File: config.mk
export PLATFORM = sky130hd
export DESIGN_NAME = muldiv_ctrl
export DESIGN_NICKNAME = d
export VERILOG_FILES = /design/src/rtl/muldiv_ctrl.sv
export SDC_FILE = /design/constraint.sdc
export NUM_CORES = 2
export LEC_CHECK = 0
export CORE_MARGIN = 1.5
export CORE_UTILIZATION = 40
export CTS_CLUSTER_DIAMETER = 60
export CTS_CLUSTER_SIZE = 40
export DETAILED_ROUTE_END_ITERATION = 8
export GPL_TIMING_DRIVEN = 0
export RECOVER_POWER = 50
export SKIP_LAST_GASP = 1
export SYNTH_ARGS = -nofsm -noshare
export SYNTH_HDL_FRONTEND = slang
export SYNTH_SLANG_ARGS = --single-unit
File: constraint.sdc
create_clock -name clk -period 3 [get_ports clk]
set_input_delay 0.3 -clock clk [delete_from_list [all_inputs] [get_ports clk]]
set_output_delay 0.3 -clock clk [all_outputs]
set_load 0.01 [all_outputs]
File: src/rtl/muldiv_ctrl.sv
// HI/LO multiply-divide sequencer: fixed-latency multiply, restoring divide with sign fixup,
// architectural HI/LO ownership and stall generation for accesses during an operation.
module muldiv_ctrl #(
  parameter int unsigned MUL_LAT = 4,
  parameter int unsigned W       = 32
) (
  input  logic         clk,
  input  logic         rst_n,
  input  logic         md_start,
  input  logic [1:0]   md_op,
  input  logic [W-1:0] rs_val,
  input  logic [W-1:0] rt_val,
  input  logic         hi_we,
  input  logic         lo_we,
  input  logic [W-1:0] hilo_wdata,
  input  logic         hilo_rd,
  input  logic         md_flush,
  output logic [W-1:0] hi,
  output logic [W-1:0] lo,
  output logic         busy,
  output logic         stall
);

  localparam int unsigned CntMax = (W > MUL_LAT) ? W : MUL_LAT;
  localparam int unsigned CntW   = $clog2(CntMax + 1);

  typedef enum logic [1:0] {StIdle, StMul, StDiv, StSign} state_e;

  state_e          state_q, state_d;
  logic [CntW-1:0] cnt_q, cnt_d;
  logic [2*W-1:0]  prod_q, prod_d;
  logic [W-1:0]    rem_q, rem_d;
  logic [W-1:0]    quo_q, quo_d;
  logic [W-1:0]    dvs_q, dvs_d;
  logic            qneg_q, qneg_d;
  logic            rneg_q, rneg_d;
  logic [W-1:0]    hi_q, hi_d;
  logic [W-1:0]    lo_q, lo_d;

  logic           op_signed;
  logic [W-1:0]   rs_mag, rt_mag;
  logic [2*W-1:0] rs_ext, rt_ext;
  logic [W:0]     rem_sh;

  always_ff @(posedge clk or negedge rst_n) begin
    if (!rst_n) begin
      state_q <= StIdle;
      cnt_q   <= '0;
      prod_q  <= '0;
      rem_q   <= '0;
      quo_q   <= '0;
      dvs_q   <= '0;
      qneg_q  <= 1'b0;
      rneg_q  <= 1'b0;
      hi_q    <= '0;
      lo_q    <= '0;
    end else begin
      state_q <= state_d;
      cnt_q   <= cnt_d;
      prod_q  <= prod_d;
      rem_q   <= rem_d;
      quo_q   <= quo_d;
      dvs_q   <= dvs_d;
      qneg_q  <= qneg_d;
      rneg_q  <= rneg_d;
      hi_q    <= hi_d;
      lo_q    <= lo_d;
    end
  end

  always_comb begin
    op_signed = md_op[0];
    rs_mag    = (op_signed && rs_val[W-1]) ? -rs_val : rs_val;
    rt_mag    = (op_signed && rt_val[W-1]) ? -rt_val : rt_val;
    rs_ext    = op_signed ? {{W{rs_val[W-1]}}, rs_val} : {{W{1'b0}}, rs_val};
    rt_ext    = op_signed ? {{W{rt_val[W-1]}}, rt_val} : {{W{1'b0}}, rt_val};
    // Partial remainder after the left shift; one extra bit so large unsigned divisors compare right.
    rem_sh    = {rem_q, quo_q[W-1]};

    state_d = state_q;
    cnt_d   = cnt_q;
    prod_d  = prod_q;
    rem_d   = rem_q;
    quo_d   = quo_q;
    dvs_d   = dvs_q;
    qneg_d  = qneg_q;
    rneg_d  = rneg_q;
    hi_d    = hi_q;
    lo_d    = lo_q;

    unique case (state_q)
      StIdle: begin
        if (!md_flush) begin
          if (md_start) begin
            if (!md_op[1]) begin
              state_d = StMul;
              prod_d  = rs_ext * rt_ext;
              cnt_d   = CntW'(MUL_LAT - 1);
            end else if (rt_val != '0) begin
              state_d = StDiv;
              dvs_d   = rt_mag;
              quo_d   = rs_mag;
              rem_d   = '0;
              qneg_d  = op_signed & (rs_val[W-1] ^ rt_val[W-1]);
              rneg_d  = op_signed & rs_val[W-1];
              cnt_d   = CntW'(W - 1);
            end else begin
              // Divide by zero: SIGN passes these through untouched.
              state_d = StSign;
              rem_d   = rs_val;
              quo_d   = '1;
              qneg_d  = 1'b0;
              rneg_d  = 1'b0;
            end
          end else begin
            if (hi_we) hi_d = hilo_wdata;
            if (lo_we) lo_d = hilo_wdata;
          end
        end
      end
      StMul: begin
        if (md_flush) begin
          state_d = StIdle;
        end else if (cnt_q == '0) begin
          hi_d    = prod_q[2*W-1:W];
          lo_d    = prod_q[W-1:0];
          state_d = StIdle;
        end else begin
          cnt_d = cnt_q - CntW'(1);
        end
      end
      StDiv: begin
        if (md_flush) begin
          state_d = StIdle;
        end else begin
          if (rem_sh >= {1'b0, dvs_q}) begin
            rem_d = W'(rem_sh - {1'b0, dvs_q});
            quo_d = {quo_q[W-2:0], 1'b1};
          end else begin
            rem_d = rem_sh[W-1:0];
            quo_d = {quo_q[W-2:0], 1'b0};
          end
          if (cnt_q == '0) state_d = StSign;
          else             cnt_d   = cnt_q - CntW'(1);
        end
      end
      StSign: begin
        state_d = StIdle;
        if (!md_flush) begin
          lo_d = qneg_q ? -quo_q : quo_q;
          hi_d = rneg_q ? -rem_q : rem_q;
        end
      end
      default: state_d = StIdle;
    endcase
  end

  always_comb begin
    busy  = (state_q != StIdle);
    stall = busy & (md_start | hi_we | lo_we | hilo_rd) & ~md_flush;
    hi    = hi_q;
    lo    = lo_q;
  end

endmodule

==> flow_summary.yaml <==
outcome:
  outcome: "finished with violations"
  violations: "max-capacitance violations, max-slew violations, negative setup slack"
die:
  initial_core_util: 0.4024
  core_area_mm2: 0.1560
  dieArea_mm2: 0.1594
  die_h_um: 399.2
  die_x_um: 399.2
  io_pins: 171
  num_rows: 145
route:
  viasPerCell: 5.535
  vias: 52078
  wl_met2_mm: 121.1
  top_layer_used: "met5"
  met1Wirelength_mm: 101.2
  ant_nets: 0
  first_iter_violations: 4831
  met3_length_mm: 33.41
  firstDrtPassIters: 6
  drc_errors: 0
  wire_per_inst_um: 29.67
  wirelength_mm: 279.1
clock_network:
  h-tree-depth: 1
  root_buffer: "clkbuf_16"
  cts_tree: "built"
  clock_path_buffers: 3
  clock_sinks: 234
  clk_latency_ns: 0.55
  path_clk_slew_ns: 0.14
  cts_made_buffers: 13
sta:
  relSlewSlack: -0.1579
  holdWs_ns: 0.1788
  setup_viol: 88
  setup_ws_ns: -5.624
  finalSetupTns_ns: -265.59
  hold_viol: 0
  final_max_slew_viol_count: 71
  timing.final.crit_share: 2.875
  fin_skew_ns: 0.04876
  worstMarginPinSlew_ns: 1.737
  rsz0062_at_grt: "yes"
  post-route-min-period_ns: 8.624
  max_freq_ghz: 0.1160
yosys:
  synth-seq-area-share: 0.09326
  syn_nets: 8787
  synth-async-reset-ratio: 1.000
  synth_edf_count: 0
  syn_inst: 6908
  yosys.area.top_type: "fa_1"
  synth_top_area_frac: 0.4508
  syn_area_mm2: 0.06279
  synth_area_leaders: "fa_1, inv_1, dfrtp_1"
  synth-seq-cells: 234
  dominantRegCellSynth: "dfrtp_1"
  ys_warn_count: 0
  synth_area_per_cell_um2: 9.089
  synth_cell_types: 76
critical_path:
  cp_data_required_time_ns: 3.43
  rr_endpoint: "hi[30]"
  end_kind: "flip-flop"
  r2r-start: "rem_q[8]"
  cp_max_fo: 7
  critical_path_class: "input pin to flip-flop"
  reg2regPathDepth: 9
  crit_arrival_ns: 9.05
  r2r_slack_ns: -0.26
  slowest_stage: "fa_1"
  max_stage_delay_ns: 0.58
  cpMostUsedCell: "fa_1"
  critPathLaunchType: "input pin"
placed_design:
  place_inst: 9100
  port_buffers: 128
  dp_hpwl_mm: 225.4
  place_congestion: 1.039
run:
  drv_cap: 1
layout:
  areaGrowthSynthToFinish_pct: 20.34
  final_common_cell: "inv_1"
  final_util: 0.4843
  layout_common_cells: "inv_1, fa_1, nand2_1, and2_1, ha_1"
  nets: 9200
  fin_cells: 9409
  drive_gt1_frac: 0.1684
min_path:
  worstHoldStart: "rs_val[18]"
  min_path_cells: 3
  hp-class: "input pin to flip-flop"
  worstHoldEndpoint: "rem_q[18]"
global_routing:
  gr-total-overflow: 0
  grtUsageTotal: 0.3492
  grt_pass1_wl_mm: 391.1
  grt_pass1_vias: 54182
  antenna_found_initial: 41
  grt_max_degree: 88
-- layout make-up --
cell class | count | area, um2
diodes | 24 | 60.06
plain buffers | 375 | 4200
clock buffers | 16 | 346.6
clock inverters | 5 | 82.58
fillers | 14708 | 80470
inverters | 1592 | 5996
multi-input cells | 4684 | 52470
flip-flops and latches | 234 | 5881
well taps | 2058 | 2575
repair buffers | 421 | 3941
-- metrics by stage --
stage	setup slack [ns]	cell area (um2)
global placement	-8.914	68150
detailed placement	-8.845	68270
CTS	-5.720	72530
global route	-5.769	75510
finish	-5.624	75560
floorplan	-5.512	64290
-- per-layer routing --
layer / track usage / vias up
met3: 0.1151 / 885
met2: 0.5389 / 3044
li1: - / 21539
met5: 0 / -
met1: 0.4191 / 26596
met4: 0.2231 / 14
-- synth_stat cells, types with 56 or more instances --
master,instances
ha_1,360
nand2_1,824
dfrtp_1,234
o21ai_0,237
clkbuf_1,351
inv_1,1592
fa_1,1414
a21oi_1,207
xor2_1,72
and2_1,584
xnor2_1,196
a21o_1,56
nor2_1,156
-- worst max-delay path by stage --
stage	start	end	slack [ns]	depth (start not counted)
floorplan	md_op[0]	prod_q[63]	-5.51	33
global placement	rt_val[31]	prod_q[63]	-8.91	33
detailed placement	rt_val[31]	prod_q[63]	-8.85	33
CTS	rs_val[31]	prod_q[63]	-5.72	35
global route	md_op[0]	prod_q[60]	-5.77	33
finish	md_op[0]	prod_q[63]	-5.62	33
-- flip-flops by register name (all words and copies together) (netlist names) --
name     cells
cnt_q        6
dvs_q       32
hi          32
lo          32
prod_q      64
qneg_q       1
quo_q       32
rem_q       32
rneg_q       1
state_q      2
-- kinds of logic after synthesis --
family / Yosys count / share of synthesized area
buf+inv: 1990 / 0.1197
mux: 20 / 0.003408
compound gates: 817 / 0.08242
simple gates: 1805 / 0.1413
xor+xnor: 268 / 0.03738
flops: 234 / 0.09326
fa+ha+maj: 1774 / 0.5226
-- worst max-delay path: cells and delay by family --
family,cells,cell delay [ns]
AOI/OAI and AO/OA,5,0.95
adders and majority gates,11,5.54
and+or+nand+nor,5,0.88
buffers and inverters,12,1.35
-- what timing repair did --
| action | CTS | global route |
|---|---|---|
| resized for setup | 805 | 628 |
| endpoints found under the setup margin | 179 | 187 |
| pin swaps | 118 | 203 |
| hold buffers | 1 | 0 |
| buffers inserted | 149 | 133 |
| endpoints found under the hold margin | 68 | 0 |
| cloned | 0 | 5 |
Power is left out: the tool's default activity adds up to more than one toggle a clock period on the data nets, which glitch-free logic cannot reach.
